--- src/rtl/mux_lab_pkg.sv ---
// Shared widths and state encodings for the mux select controller.
package mux_lab_pkg;

    localparam int unsigned DATA_W   = 4;
    localparam int unsigned TOGGLE_W = 8;

    localparam logic [0:0] MANUAL = 1'b0;
    localparam logic [0:0] AUTO   = 1'b1;

endpackage

--- src/rtl/mux_sel_ctrl_if.sv ---
// Operand, select and status bundle between the controller and its environment.
interface mux_sel_ctrl_if;
    import mux_lab_pkg::*;

    logic                btn;
    logic                auto_en;
    logic                load;
    logic [DATA_W-1:0]   a_in;
    logic [DATA_W-1:0]   b_in;
    logic [DATA_W-1:0]   a;
    logic [DATA_W-1:0]   b;
    logic                Sel;
    logic                sel_changed;
    logic [TOGGLE_W-1:0] toggle_cnt;

    modport master (
        output btn, auto_en, load, a_in, b_in,
        input  a, b, Sel, sel_changed, toggle_cnt
    );

    modport slave (
        input  btn, auto_en, load, a_in, b_in,
        output a, b, Sel, sel_changed, toggle_cnt
    );

endinterface

--- src/rtl/mux_sel_ctrl_btn_debounce.sv ---
// Push-button synchronizer, debouncer and rising-edge detector.
module btn_debounce #(
    parameter int unsigned DEBOUNCE_CYCLES = 1000000
) (
    input  logic clk,
    input  logic rst,
    input  logic raw,
    output logic level,
    output logic rise
);

    localparam int unsigned CntW = (DEBOUNCE_CYCLES > 1) ? $clog2(DEBOUNCE_CYCLES) : 1;
    localparam logic [CntW-1:0] CntMax = CntW'(DEBOUNCE_CYCLES - 1);

    logic            sync_m_q, sync_s_q;
    logic            db_q, db_d;
    logic            db_prev_q;
    logic [CntW-1:0] cnt_q, cnt_d;

    // Level must disagree for DEBOUNCE_CYCLES consecutive cycles before it is accepted.
    always_comb begin
        db_d  = db_q;
        cnt_d = '0;
        if (sync_s_q != db_q) begin
            if (cnt_q == CntMax) begin
                db_d = sync_s_q;
            end else begin
                cnt_d = cnt_q + CntW'(1);
            end
        end
    end

    always_ff @(posedge clk or posedge rst) begin
        if (rst) begin
            sync_m_q  <= 1'b0;
            sync_s_q  <= 1'b0;
            db_q      <= 1'b0;
            db_prev_q <= 1'b0;
            cnt_q     <= '0;
        end else begin
            sync_m_q  <= raw;
            sync_s_q  <= sync_m_q;
            db_q      <= db_d;
            db_prev_q <= db_q;
            cnt_q     <= cnt_d;
        end
    end

    assign level = db_q;
    assign rise  = db_q & ~db_prev_q;

endmodule

--- src/rtl/mux_sel_ctrl.sv ---
// 2:1 mux operand/select controller: manual button toggling or timed auto alternation.
module mux_sel_ctrl
    import mux_lab_pkg::*;
#(
    parameter int unsigned DEBOUNCE_CYCLES = 1000000,
    parameter int unsigned AUTO_PERIOD     = 100000000
) (
    input logic           clk,
    input logic           rst,
    mux_sel_ctrl_if.slave bus
);

    localparam int unsigned PerW = (AUTO_PERIOD > 1) ? $clog2(AUTO_PERIOD) : 1;
    localparam logic [PerW-1:0] PerMax = PerW'(AUTO_PERIOD - 1);

    logic                auto_m_q, auto_s_q;
    logic [0:0]          state_q, state_d;
    logic [PerW-1:0]     per_q, per_d;
    logic                sel_q, sel_d;
    logic                sel_changed_q;
    logic [TOGGLE_W-1:0] toggle_cnt_q, toggle_cnt_d;
    logic [DATA_W-1:0]   a_q, b_q;
    logic                btn_level, btn_rise, press;

    btn_debounce #(
        .DEBOUNCE_CYCLES(DEBOUNCE_CYCLES)
    ) u_db (
        .clk  (clk),
        .rst  (rst),
        .raw  (bus.btn),
        .level(btn_level),
        .rise (btn_rise)
    );

    assign press = btn_rise & btn_level;

    // A mode change has priority over a toggle arriving in the same cycle.
    always_comb begin
        state_d = state_q;
        per_d   = per_q;
        sel_d   = sel_q;
        case (state_q)
            MANUAL: begin
                per_d = '0;
                if (auto_s_q) begin
                    state_d = AUTO;
                end else if (press) begin
                    sel_d = ~sel_q;
                end
            end
            AUTO: begin
                if (!auto_s_q) begin
                    state_d = MANUAL;
                    per_d   = '0;
                end else if (per_q == PerMax) begin
                    per_d = '0;
                    sel_d = ~sel_q;
                end else begin
                    per_d = per_q + PerW'(1);
                end
            end
            default: begin
                state_d = MANUAL;
                per_d   = '0;
            end
        endcase
    end

    assign toggle_cnt_d = toggle_cnt_q + TOGGLE_W'(sel_d ^ sel_q);

    always_ff @(posedge clk or posedge rst) begin
        if (rst) begin
            auto_m_q      <= 1'b0;
            auto_s_q      <= 1'b0;
            state_q       <= MANUAL;
            per_q         <= '0;
            sel_q         <= 1'b0;
            sel_changed_q <= 1'b0;
            toggle_cnt_q  <= '0;
        end else begin
            auto_m_q      <= bus.auto_en;
            auto_s_q      <= auto_m_q;
            state_q       <= state_d;
            per_q         <= per_d;
            sel_q         <= sel_d;
            sel_changed_q <= sel_d ^ sel_q;
            toggle_cnt_q  <= toggle_cnt_d;
        end
    end

    always_ff @(posedge clk or posedge rst) begin
        if (rst) begin
            a_q <= '0;
            b_q <= '0;
        end else if (bus.load) begin
            a_q <= bus.a_in;
            b_q <= bus.b_in;
        end
    end

    assign bus.a           = a_q;
    assign bus.b           = b_q;
    assign bus.Sel         = sel_q;
    assign bus.sel_changed = sel_changed_q;
    assign bus.toggle_cnt  = toggle_cnt_q;

endmodule
--- src/flat_wrapper.sv ---
// flat-port wrapper written by rule: the top's interface ports become plain ports
module mux_sel_ctrl_flat import mux_lab_pkg::*;
#(
    parameter int unsigned DEBOUNCE_CYCLES = 1000000,
    parameter int unsigned AUTO_PERIOD     = 100000000
)
  (clk, rst, bus_btn, bus_auto_en, bus_load, bus_a_in, bus_b_in, bus_a, bus_b, bus_Sel, bus_sel_changed, bus_toggle_cnt);
  mux_sel_ctrl_if bus_i ();
  input logic clk;
  input logic rst;
  input wire logic [$bits(bus_i.btn)-1:0] bus_btn;
  input wire logic [$bits(bus_i.auto_en)-1:0] bus_auto_en;
  input wire logic [$bits(bus_i.load)-1:0] bus_load;
  input wire logic [$bits(bus_i.a_in)-1:0] bus_a_in;
  input wire logic [$bits(bus_i.b_in)-1:0] bus_b_in;
  output wire logic [$bits(bus_i.a)-1:0] bus_a;
  output wire logic [$bits(bus_i.b)-1:0] bus_b;
  output wire logic [$bits(bus_i.Sel)-1:0] bus_Sel;
  output wire logic [$bits(bus_i.sel_changed)-1:0] bus_sel_changed;
  output wire logic [$bits(bus_i.toggle_cnt)-1:0] bus_toggle_cnt;
  assign bus_i.btn = bus_btn;
  assign bus_i.auto_en = bus_auto_en;
  assign bus_i.load = bus_load;
  assign bus_i.a_in = bus_a_in;
  assign bus_i.b_in = bus_b_in;
  assign bus_a = bus_i.a;
  assign bus_b = bus_i.b;
  assign bus_Sel = bus_i.Sel;
  assign bus_sel_changed = bus_i.sel_changed;
  assign bus_toggle_cnt = bus_i.toggle_cnt;
  mux_sel_ctrl #(.DEBOUNCE_CYCLES(DEBOUNCE_CYCLES), .AUTO_PERIOD(AUTO_PERIOD)) u_core (.clk(clk), .rst(rst), .bus(bus_i));
endmodule
--- config.mk ---
export PLATFORM = sky130hd
export DESIGN_NAME = mux_sel_ctrl_flat
export DESIGN_NICKNAME = d
export VERILOG_FILES = /design/src/rtl/mux_lab_pkg.sv /design/src/rtl/mux_sel_ctrl_if.sv /design/src/rtl/mux_sel_ctrl_btn_debounce.sv /design/src/rtl/mux_sel_ctrl.sv /design/src/flat_wrapper.sv
export SDC_FILE = /design/constraint.sdc
export NUM_CORES = 1
export LEC_CHECK = 0
export ABC_AREA = 1
export ABC_CLOCK_PERIOD_IN_PS = 3370
export BUFFER_PORTS_ARGS = -buffer_cell sky130_fd_sc_hd__buf_2
export CORE_MARGIN = 3
export CORE_UTILIZATION = 59
export DETAILED_ROUTE_END_ITERATION = 10
export PLACE_DENSITY = 0.79
export SYNTH_ARGS = -nofsm -noshare
export SYNTH_HDL_FRONTEND = slang
export SYNTH_SLANG_ARGS = --single-unit
--- constraint.sdc ---
create_clock -name clk -period 3.37 [get_ports clk]
set_input_delay 0.8425 -clock clk [delete_from_list [all_inputs] [get_ports clk]]
set_output_delay 0.8425 -clock clk [all_outputs]
set_load 0.05 [all_outputs]
==> results summary, run 1 <==
The synthesized instance count came out at 389. The yosys synthesis warning count is 0. The register bit count reported by yosys came out at 72. The number of antenna violations at the first check in global routing is 0. The design internal power is 0.00138 W. The power density over the cells came out at 451 mW/mm^2.

The total count of max-transition violations in the final report came out at 0. The met2 global-route usage came out at 33.2%. In the synthesized netlist the dominant register cell turns out to be dfrtp_1. The initial cell density of the core is 62.3%. The beginning of the worst register-to-register path is u_core.per_q[0]. The commonest cells after synthesis are 72 x dfrtp_1, 71 x nand2_1, 56 x nor2_1, 43 x inv_1, 20 x nand3_1. The area growth from synthesis to layout is 13.1%. By area the synthesized netlist is led by dfrtp_1 51%, nand2_1 7.6%, nor2_1 6.0%. The proportion of register bits with asynchronous set or reset after synthesis is 100%. The number of nets in the layout is 444. The length of the first detailed-routing pass in iterations is 4. The worst register-to-register path ends at u_core.bus.toggle_cnt[7]. The number of buffers on the longest clock path is 2.

The overall routed net length came out at 6380 microns. The number of violations reported at the end of detailed-routing iteration 0 is 139. The proportion of total power due to net switching is 23.2%. The most frequent cell after synthesis is dfrtp_1.

The floorplan die area is 0.00691 sq mm. The tree is rooted in a clkbuf_8. Global routing consumed, over all layers together, 19.9% of the routing resources. The via count of the first global-routing pass came to 2608. The analysis attributes to cell leakage a power of 1.89 nW. The number of maximum-capacitance violations is 0. At the pin with the least slew margin, the transition time is 418 ps.

The maximum fanout count along the critical path came out at 5. The height of the die came out at 83.2 microns. The biggest area contributor in the post-synthesis netlist is dfrtp_1. The total net switching power is 0.000416 W. The total count of hold-check failures in the final report came out at 0. The busiest layer in global routing is met2. The critical path arrival came out at 2560 ps.

The kind of end point of the critical path is a flop. The number of setup violations in the final report is 0. The launching element type of the critical path is a flop. The distinct cell type count of the synthesized netlist came out at 35. The source-to-sink clock delay at the later pin of the worst-skew pair came out at 350 ps.

The standard-cell row count is 27. The worst-case IR drop observed on VDD is 0.392 mV. The endpoint of the worst hold-timing path is u_core.auto_s_q. The total grt overflow came out at 0. The setup skew after layout came out at 8.24 ps. The run finished with clean final reports. The met3 usage came out at 6.75%. The met1 capacity usage during global routing came out at 23.7%. The area of the core came out at 0.00564 sq mm. The worst hold path passes through 0 cells. The post-route netlist has 19.7% of its cells at a drive strength greater than 1. The area of the mapped netlist came out at 0.00351 sq mm. The synthesized design contains 0 enable-type register cells. Once the clock tree was built, the setup fixing pass inserted 0 buffers. The post-synthesis area per instance came out at 9.03 sq um. When the netlist entered floorplanning its net count stood at 406. The sequential share of power came out at 50.0%.

The post-detailed-route DRC marker count came out at 0. The sink count of the clock tree is 72. The overall power of the completed layout is 0.00179 W.

The register-to-register setup slack came out at 1050 ps. The total vias in the final route is 2653. The part of the total power dissipated in the clock network came out at 43.1%.

The routed wirelength normalized by instance count came out at 12.7 microns. The wire length of the first global-routing pass came out at 11200 microns. Dividing the final minimum period by the clock period gives 68.9%. After filler insertion, the fill cell instance count of the layout stands at 411.

The number of levels in the clock H-tree is 3. The startpoint identified for the worst hold timing path is u_core.auto_m_q. The number of hold buffers added after CTS came out at 0. Measured along the x axis, the die boundary spans 83.2 microns. The worst pin sits at a relative slew slack of 72.1%.

The number of antenna repair diodes came out at 0. At the end of routability-driven placement, the weighted congestion stood at 0.903. The logic depth of the worst register-to-register path came out at 12.

Entering global routing, the biggest net connects 73 pins. The setup path with the least slack is of type reg2reg. The minimum period implied by the final worst setup slack is 2320 ps.

The min-delay analysis places its worst path in the category reg2reg. TritonCTS built the clock tree. Combinational logic is responsible for 6.9% of the overall power. Gates resized during post-CTS repair numbered 0.

The routed via count divided by cell count came out at 5.26. The timing-limited maximum frequency is 431 MHz. The sequential cell area fraction in the yosys report came out at 51.3%. The setup TNS after final layout came out at 0 ps.

The clock transition at the registers of the reported paths came out at 80 ps. Buffers placed on the I/O ports in this run total 30. The detailed placer's ending HPWL came out at 4520 microns. The number of buffers added by the clock tree synthesis step came out at 9.

Setup repair after global routing left no endpoint under its margin. The synthesized design devotes to its leading area cell type 51.3% of total area. For the worst setup path, the data required time is 3610 ps. The number of placed I/O pins came out at 31.

The number of nets with antenna violations after detailed routing is 0.
-- stage by stage --
stage                     setup slack, ps  hold WS (ps)  instances  area, sq um  util (%)
final                                1050           341        504         3970      70.4
after floorplan                       703           331        389         3510         -
after detailed placement             1040           336        488         3740      66.3
after global routing                  821           354        504         3970      70.4
after global placement               1170           332        488         3740      66.3
after CTS                            1030           346        504         3970      70.4
-- registers in the layout, indices dropped and copies added, names as in the netlist --
register	count
u_core.u_db.level	1
u_core.per_q	27
u_core.bus.Sel	1
u_core.bus.a	4
u_core.u_db.cnt_q	20
u_core.bus.sel_changed	1
u_core.auto_s_q	1
u_core.bus.toggle_cnt	8
u_core.u_db.db_prev_q	1
u_core.auto_m_q	1
u_core.u_db.sync_m_q	1
u_core.u_db.sync_s_q	1
u_core.bus.b	4
u_core.state_q	1
-- critical path, cell delays in order (launching register included) --
cell     delay [ps]
dfrtp_1         370
ha_1            180
nand2_1          90
nor2_2          200
nand2_4         130
nor2_4          140
nand4_1          80
o31ai_1         100
ha_1            230
nand3_1         120
nor3_1          270
nand3_1         140
xnor2_1         150
-- power groups by stage --
stage          registers (W)  clock network [W]  logic [W]
2_1_floorplan       0.000953                  0  0.0000527
3_3_place_gp        0.000912                  0   0.000124
3_5_place_dp        0.000913                  0   0.000126
4_1_cts             0.000896           0.000798   0.000126
5_1_grt             0.000898           0.000834   0.000135
6_report            0.000896           0.000772   0.000123
-- worst max path at each step --
stage	start	endpoint	cells after the start
final	u_core.per_q[0]	u_core.bus.toggle_cnt[7]	12
after global routing	u_core.per_q[0]	u_core.bus.toggle_cnt[7]	12
after CTS	u_core.per_q[0]	u_core.bus.toggle_cnt[7]	12
after detailed placement	u_core.per_q[0]	u_core.bus.toggle_cnt[7]	12
after global placement	u_core.per_q[0]	u_core.bus.toggle_cnt[7]	12
after floorplan	rst	u_core.auto_m_q	1
-- cell families (layout without fill, tap and decap cells) --
| family | after synthesis | count (layout) | synth area share, % |
|---|---|---|---|
| compound gates | 31 | 31 | 5.17 |
| xor+xnor | 22 | 22 | 5.49 |
| fa+ha+maj | 4 | 4 | 1.43 |
| buf+inv | 49 | 92 | 5.74 |
| flops | 72 | 72 | 51.3 |
| mux | 8 | 8 | 2.57 |
| simple gates | 203 | 203 | 28.3 |
-- area by class of cell --
cell class	count	area, sq um	area share, %
Clock buffer	12	155	3.90
Clock inverter	4	76.3	1.92
Inverter	45	171	4.31
Multi-Input combinational cell	268	1510	38.0
Sequential cell	72	1800	45.3
Tap cell	72	90.1	2.27
Timing Repair Buffer	31	170	4.28
-- metal layers --
| layer | vias to the layer above | part of all wire, % |
|---|---|---|
| li1 | 1333 | - |
| met1 | 1239 | 44 |
| met2 | 69 | 49 |
| met3 | 12 | 4.9 |
| met4 | 0 | 1.6 |
| met5 | - | 0 |
-- layout by cell type (no fill, tap or decap), types with 2 or more instances in the layout --
master     netlist  final
ha_1             4      4
nor2_1          56     56
inv_2            1      2
clkbuf_8         0     11
nand3_2          4      4
mux2_2           8      8
bufinv_16        0      2
nor3_4           3      3
buf_2            0     30
nand3_1         20     20
nand2_2          4      4
nor4_1           5      5
nor3b_1          3      3
o21ai_2          3      3
inv_1           43     42
a21oi_1         18     18
o21a_1           2      2
dfrtp_1         72     72
nor3_1          15     15
and3_1           2      2
nand2_1         71     71
o21ai_0          4      4
nand4_1          7      7
xor2_1          14     14
nor2_4           3      3
nor2_2           7      7
xnor2_1          8      8
No activity file was read; power rests on OpenSTA's default activity.
==> inputs of run 2 (changes only) <==
--- a/config.mk
+++ b/config.mk
@@ -5,13 +5,13 @@
 export SDC_FILE = /design/constraint.sdc
 export NUM_CORES = 1
 export LEC_CHECK = 0
-export ABC_AREA = 1
-export ABC_CLOCK_PERIOD_IN_PS = 3370
+export ABC_AREA = 0
+export ABC_CLOCK_PERIOD_IN_PS = 1900
 export BUFFER_PORTS_ARGS = -buffer_cell sky130_fd_sc_hd__buf_2
 export CORE_MARGIN = 3
-export CORE_UTILIZATION = 59
+export CORE_UTILIZATION = 53
 export DETAILED_ROUTE_END_ITERATION = 10
-export PLACE_DENSITY = 0.79
+export PLACE_DENSITY = 0.75
 export SYNTH_ARGS = -nofsm -noshare
 export SYNTH_HDL_FRONTEND = slang
 export SYNTH_SLANG_ARGS = --single-unit
==> constraint.sdc (replaced) <==
create_clock -name clk -period 1.9 [get_ports clk]
set_input_delay 0.475 -clock clk [delete_from_list [all_inputs] [get_ports clk]]
set_output_delay 0.475 -clock clk [all_outputs]
set_load 0.05 [all_outputs]
==> run 2 against run 1 <==
  * The flow now finishes with violations (setup timing)
  * Setup slack lost 1400 ps
  * Register-to-register slack got worse by 1400 ps
  * Routed wire length rose by 24%
  * Clock-buffer cell count fell by 2
  * Power rose by 60%
  * Final cell count is 0.99% lower
  * Combinational power grew 72%
  * Die area grew 5.6%
  * Via count grew 8.4%
  * Highest routed layer unchanged
==> results summary, run 2 <==
The clock transition at the registers of the reported paths is 80 ps (about the same). The number of flops mapped to enable cells by yosys came to 0 (unchanged). The headroom to the max-slew limit came to 62.7% (-9.4 points). The synthesized instance count was 319 (-18%).

The final standard cell count with taps included and fillers excluded is 499 (-0.99%). The critical path arrival came out at 2530 ps (-30 ps). The number of violations reported at the end of detailed-routing iteration 0 was 237 (+71%). The setup TNS after final layout came to -2060 ps (-2060 ps). The tree is rooted in a clkbuf_8. The checks that failed: setup timing.

The floorplan die area came out at 0.00730 sq mm (+5.6%). The length of the first detailed-routing pass in iterations is 5 (+1). The wire length of the first global-routing pass came to 12700 microns (+14%).

The number of levels in the clock H-tree came to 3 (unchanged). The total grt overflow came out at 0 (unchanged). The most common cell in the synthesized netlist is dfrtp_1. The number of placed I/O pins came out at 31 (unchanged). The post-placement cell count came out at 470 (-3.7%). The maximum fanout count along the critical path was 2 (-3). The area of the core came to 0.00603 sq mm (+6.8%). The total vias in the final route was 2877 (+8.4%). The setup skew after layout was 7.19 ps (-1.05 ps). The width of the die is 85.4 microns (+2.7%). The height of the die came out at 85.4 microns (+2.7%).

The slew of the pin with the lowest slew margin came out at 559 ps (+141 ps). The proportion of register bits with asynchronous set or reset after synthesis is 100% (unchanged). Sorting the synthesized cells by how often they occur yields 72 x dfrtp_1, 35 x nor2_1, 19 x a21oi_1, 18 x nand2_1, 18 x nand3_1.

The ratio of cells with drive above 1 in the final layout is 38.0% (+18 points). The worst IR drop on VDD came out at 0.551 mV (+40%). The required time at the endpoint of the critical path came out at 2150 ps (-1460 ps). The power density over the cells is 641 mW/mm^2 (+42%). The number of buffers added by the clock tree synthesis step came to 9 (unchanged). The number of I/O port buffers is 30 (unchanged). The portion of synthesized cell area occupied by the leading cell type came to 53.9% (+2.6 points).

The post-synthesis area per instance is 10.5 sq um (+16%). The final cell utilization of the core is 74.2% (+3.8 points). The source-to-sink clock delay at the later pin of the worst-skew pair is 350 ps (about the same). The distinct cell type count of the synthesized netlist came out at 38 (+8.6%). The number of maximum-capacitance violations came out at 0 (unchanged). The path class of the tightest hold or removal check is in2async. The most common library cell in the layout ignoring fill and taps is dfrtp_1.

The total count of max-transition violations in the final report is 0 (unchanged). The routed via count divided by cell count is 5.77 (+9.5%). For this run, the leading register cell type out of synthesis is dfrtp_1.

The final instance area is 0.00447 sq mm (+13%). The via count of the first global-routing pass is 2843 (+9.0%). The routed wirelength normalized by instance count is 15.8 microns (+25%).

The timing-limited maximum frequency is 438 MHz (+1.7%). The standard-cell row count came out at 28 (+3.7%). STA classifies the critical path endpoint as a flop. The placed instance area came out at 0.00405 sq mm (+8.2%).

The number of antenna repair diodes is 0 (unchanged). Setup repair after global routing could not meet its margin everywhere. The setup slack after layout is -382 ps (-1430 ps). Sorting the synthesized cells by area gives the leading types as dfrtp_1 54%, xnor2_1 4.2%, nor2_1 3.9%.

The number of nets produced by synthesis is 336 (-17%). Leaving out fill and tap cells, the most frequent cells in the layout are 72 x dfrtp_1, 62 x buf_4, 34 x nor2_1, 30 x buf_2, 18 x nand2_1. The area of the mapped netlist came to 0.00334 sq mm (-4.8%).

The number of nets in the layout is 436 (-1.8%). The number of nets with antenna violations after detailed routing is 0 (unchanged). The flip-flop count of the largest register, all copies and words added came out at 27 (unchanged).

The run finished, with violations left. The reported leakage power came to 1.98 nW (+4.4%). The number of setup violations in the final report is 9 (+9). TritonCTS built the clock tree. The share of the clock period used by the worst path after layout came out at 120% (+51 points). The post-detailed-route DRC marker count was 0 (unchanged). The routability-driven placement congestion ratio is 0.850 (-5.9%).

The pin count of the biggest net entering global routing came out at 28 (-62%). By startpoint and endpoint, the worst setup path is classified as reg2reg. The overall routed net length was 7880 microns (+24%).

The initial cell density of the core is 55.5% (-6.8 points). The minimum period implied by the final worst setup slack is 2280 ps (-39.5 ps). The launching element type of the critical path is a flop.

The number of antenna violations at the first check in global routing came out at 0 (unchanged). The total count of hold-check failures in the final report was 0 (unchanged). The overall global routing resource usage came out at 22.1% (+2.3 points).

The layout overhead on the synthesized area came out at 33.7%. The number of buffers on the longest clock path came out at 2 (unchanged). The biggest area contributor in the post-synthesis netlist is dfrtp_1. The yosys synthesis warning count is 0 (unchanged). The register containing the most flip-flops in the final layout is u_core.per_q.

The sequential cell area fraction in the yosys report came out at 53.9% (+2.6 points). The register bit count reported by yosys came out at 72 (unchanged). The sink count of the clock tree is 72 (unchanged).

The detailed placer's ending HPWL came out at 5100 microns (+13%).
==> run 2: cell families after synthesis <==
kind of cell	synth area share [%]
multiplexers	3.03
flip-flops	53.9
adder cells (fa/ha/maj)	1.50
buffers and inverters	2.39
AO/OA/AOI/OAI	7.93
XOR/XNOR	8.12
AND/OR/NAND/NOR	23.2
==> run 2: path summary, 6_finish.rpt <==
check                                  endpoint  depth (start not counted)  slack (ps)                  from
min in group clk                u_core.auto_m_q                          1         220           bus_auto_en
hold reg to reg            u_core.u_db.sync_s_q                          0         350  u_core.u_db.sync_m_q
max in group asynchronous      u_core.per_q[16]                          3        1240                   rst
setup / recovery                 u_core.bus.Sel                         10        -380      u_core.per_q[11]
setup reg to reg                 u_core.bus.Sel                         10        -380      u_core.per_q[11]
hold / removal                  u_core.bus.b[3]                          2         170                   rst
==> run 2: final cells by class <==
class	count	area [sq um]
well taps	75	93.8
fillers	384	1550
inverters	9	37.5
multi-input cells	227	1630
clock buffers	10	128
flip-flops and latches	72	1800
clock inverters	6	45.0
repair buffers	100	732
==> run 2: where the power goes <==
group          switching [W]  internal (W)
sequential         0.0000159       0.00156
clock               0.000601      0.000477
combinational       0.000143     0.0000688
==> run 2: repair_timing <==
item	4_1_cts	5_1_grt
hold buffers	0	0
setup endpoints to repair	10	21
resized for setup	10	22
pin swaps	5	12
buffers inserted	9	4
==> run 2: per-layer routing <==
metal | routed length [microns] | GRT usage [%]
met1 | 3410 | 28.5
met2 | 3840 | 35.7
met3 | 466 | 6.12
met4 | 156 | 8.35
met5 | 0 | 0
==> run 2: critical path, cell delays in order (launching register included) <==
cell,delay (ps)
dfrtp_1,390
or4_4,550
nor3_4,150
nand3_2,130
buf_4,150
buf_4,120
buf_4,120
buf_4,120
buf_4,120
buf_4,130
o311ai_2,210
==> run 2: stage by stage <==
step	worst slack (ps)	hold slack (ps)	total power [W]
floorplan	-391	331	0.00174
CTS	-322	175	0.00289
global placement	-323	337	0.00181
global route	-446	189	0.00299
detailed placement	-419	338	0.00182
finish	-382	170	0.00287
==> inputs of run 3 (changes only) <==
--- a/config.mk
+++ b/config.mk
@@ -9,9 +9,11 @@
 export ABC_CLOCK_PERIOD_IN_PS = 1900
 export BUFFER_PORTS_ARGS = -buffer_cell sky130_fd_sc_hd__buf_2
 export CORE_MARGIN = 3
-export CORE_UTILIZATION = 53
+export CORE_UTILIZATION = 55
+export CTS_BUF_LIST = sky130_fd_sc_hd__clkbuf_4 sky130_fd_sc_hd__clkbuf_8
 export DETAILED_ROUTE_END_ITERATION = 10
-export PLACE_DENSITY = 0.75
+export GPL_ROUTABILITY_DRIVEN = 0
+export PLACE_DENSITY = 0.78
 export SYNTH_ARGS = -nofsm -noshare
 export SYNTH_HDL_FRONTEND = slang
 export SYNTH_SLANG_ARGS = --single-unit
==> run 3 against run 2 <==
  * The flow still finishes with violations (setup timing)
  * Register-to-register slack got worse by 70 ps
  * First-iteration DRC count decreased by 2.1%
  * Non-clock buffer count shrank 3
  * Die area down 3.4%
  * Routed wire length up 4.9%
  * Sequential cell count stayed put
  * Sequential power is essentially flat
  * Critical endpoint is now u_core.bus.toggle_cnt[6]
  * Critical path depth down 1
  * Final cell count down 1.2%
==> results summary, run 3 (synthesis gave the netlist of run 2 again) <==
The flow ran to the end, but the final reports show violations. The checks that failed: setup timing. The setup skew after layout came out at 10.5 ps (+3.28 ps). The total count of max-transition violations in the final report is 0 (unchanged).

The setup slack after layout is -452 ps (-70.1 ps). The share of the clock period used by the worst path after layout was 124% (+3.7 points). The standard-cell row count was 27 (-3.6%). The total count of hold-check failures in the final report is 0 (unchanged).

The worst slack at placement came out at -474 ps (-54.7 ps). The worst IR drop on VDD came out at 0.529 mV (-3.9%). The logic depth of the worst register-to-register path came out at 9 (-1). The sum of buffers and inverters on the critical path was 0 (-6). The width of the die is 84.0 microns (-1.7%). The number of hold buffers added after CTS came out at 0 (unchanged). The flip-flop count of the largest register, all copies and words added came out at 27 (unchanged). Leaving out fill and tap cells, the most frequent cells in the layout are 72 x dfrtp_1, 65 x buf_4, 34 x nor2_1, 30 x buf_2, 19 x a21oi_1. The maximum fanout count along the critical path came out at 3 (+1). The sink count of the clock tree came out at 72 (unchanged).

The number of placed I/O pins came to 31 (unchanged). The reported leakage power is 1.98 nW (+0.23%). The number of buffers on the longest clock path came out at 2 (unchanged). In this run the clock root is driven by a clkbuf_8. The number of antenna violations at the first check in global routing came out at 0 (unchanged). The clock transition at the registers of the reported paths is 80 ps (about the same). The power density over the cells is 686 mW/mm^2 (+7.0%). The startpoint identified for the worst register-to-register timing path is u_core.per_q[8]. The number of nets in the layout is 433 (-0.69%). The number of antenna repair diodes is 0 (unchanged).

The area of the core is 0.00571 sq mm (-5.3%). The routed wirelength normalized by instance count is 16.8 microns (+6.2%). The via count of the first global-routing pass came out at 2853 (+0.35%). The minimum period implied by the final worst setup slack came out at 2350 ps (+70.1 ps). The critical path arrival came out at 2580 ps (+50 ps). The register-to-register setup slack came out at -450 ps (-70 ps).

The wire length of the first global-routing pass is 13500 microns (+5.9%). The slew of the pin with the lowest slew margin is 581 ps (+22.6 ps). The number of maximum-capacitance violations is 0 (unchanged). Setup repair after global routing could not meet its margin everywhere. The headroom to the max-slew limit is 61.2% (-1.5 points). The reg-to-reg endpoint is u_core.bus.toggle_cnt[6].

The number of I/O port buffers came out at 30 (unchanged). The floorplan die area is 0.00705 sq mm (-3.4%). The number of nets with antenna violations after detailed routing is 0 (unchanged). The detailed placer's ending HPWL came out at 5250 microns (+3.0%). The source-to-sink clock delay at the later pin of the worst-skew pair is 340 ps (about the same). The required time at the endpoint of the critical path is 2130 ps (-20 ps). The TritonCTS clock tree is yes. The worst setup path is captured at a flop.

The count of filler cells inserted in the layout came out at 354 (-7.8%). The delay of the slowest critical-path stage came out at 520 ps (-30 ps). The cell count along the critical path was 9 (-1).

The cell with the largest stage delay on the worst path is or4bb_1. u_core.per_q holds more flip-flops than any other register. The number of setup violations in the final report is 34 (+25). The number of levels in the clock H-tree is 3 (unchanged). The ratio of cells with drive above 1 in the final layout came out at 34.9% (-3.1 points). The layout overhead on the synthesized area came out at 31.7%. The library cell used most frequently in the layout, excluding fill and tap cells, is dfrtp_1.

The length of the first detailed-routing pass in iterations is 4 (-1). The launching element type of the critical path is a flop. The critical path goes through or4bb_1, nor2_2, nand3_2, o2bb2ai_4, ha_4, ha_4, and3_4, nand3_4, xnor2_2. The number of buffers added by the clock tree synthesis step came to 9 (unchanged).

The height of the die came out at 84.0 microns (-1.7%). The overall global routing resource usage came out at 23.9% (+1.7 points). The number of violations reported at the end of detailed-routing iteration 0 came to 232 (-2.1%). The overall routed net length came out at 8270 microns (+4.9%). The total vias in the final route came out at 2895 (+0.63%). The worst min-delay path category is in2async. The setup path with the least slack is of type reg2reg. The timing-limited maximum frequency is 425 MHz (-3.0%). The pin count of the biggest net entering global routing came out at 73 (+160%). The post-detailed-route DRC marker count came out at 0 (unchanged). Counting stages on the worst path, the most repeated cell is ha_4.

The family with the most delay on the worst path is simple AND/OR/NAND/NOR gates. The initial cell density of the core came out at 58.6% (+3.1 points). The overall power of the completed layout came to 0.00302 W (+5.3%). The routed via count divided by cell count came out at 5.87 (+1.9%). The total grt overflow came to 0 (unchanged).
run 3: cell count changes in the layout (fill, tap and decap cells not counted), moves of 3 or more:
cell,previous run,this run
or4_1,3,6
buf_6,5,0
buf_4,62,65
clkinvlp_4,4,1
a21oi_2,3,0
or4_4,6,3
a21oi_1,16,19
run 3: metal layers:
layer  GRT usage, %  vias to the layer above  wire [microns]  share of wire, %
li1               -                     1353               -                 -
met1           30.4                     1418            3460                42
met2           38.2                      104            4100                50
met3           6.61                       20             537               6.5
met4           10.4                        0             170               2.1
met5              0                        -               0                 0
run 3: cell type report:
class | count | area [sq um] | area share (%)
clock buffers | 9 | 124 | 2.81
clock inverters | 7 | 78.8 | 1.79
repair buffers | 97 | 678 | 15.4
well taps | 72 | 90.1 | 2.05
multi-input cells | 227 | 1590 | 36.2
flip-flops and latches | 72 | 1800 | 40.9
inverters | 9 | 37.5 | 0.852
run 3: worst reg2reg max path, cell delays in order (launching register included):
cell	delay, ps
dfrtp_1	390
or4bb_1	520
nor2_2	200
nand3_2	160
o2bb2ai_4	210
ha_4	170
ha_4	130
and3_4	220
nand3_4	80
xnor2_2	150
run 3: worst max path at each step:
stage / start / slack (ps) / to
floorplan: u_core.per_q[11] / -390 / u_core.bus.toggle_cnt[6]
global placement: u_core.per_q[11] / -330 / u_core.bus.toggle_cnt[6]
detailed placement: u_core.per_q[11] / -470 / u_core.bus.toggle_cnt[6]
CTS: u_core.per_q[19] / -440 / u_core.bus.toggle_cnt[6]
global route: u_core.per_q[8] / -470 / u_core.bus.toggle_cnt[4]
finish: u_core.per_q[8] / -450 / u_core.bus.toggle_cnt[6]
run 3: metrics by stage:
step	hold WS, ps	utilization (%)	cells	instance area (sq um)	TNS, ps
2_1_floorplan	331	-	319	3380	-1320
3_3_place_gp	338	70.2	464	4010	-1340
3_5_place_dp	346	70.2	464	4010	-2170
4_1_cts	213	75.3	486	4300	-3200
5_1_grt	213	77.1	493	4400	-6760
6_report	221	77.1	493	4400	-5370
run 3: power by group:
group,internal [W],switching (W),total [W]
Clock,0.000620,0.000612,0.00123
Combinational,0.0000650,0.000144,0.000209
Sequential,0.00156,0.0000173,0.00158
Total,0.00225,0.000774,0.00302
run 3: what timing repair did:
action | in CTS | in global routing
pin swaps | 7 | 5
hold endpoints to repair | 0 | 0
buffers inserted | 6 | 7
resized for setup | 8 | 8
endpoints found under the setup margin | 12 | 39
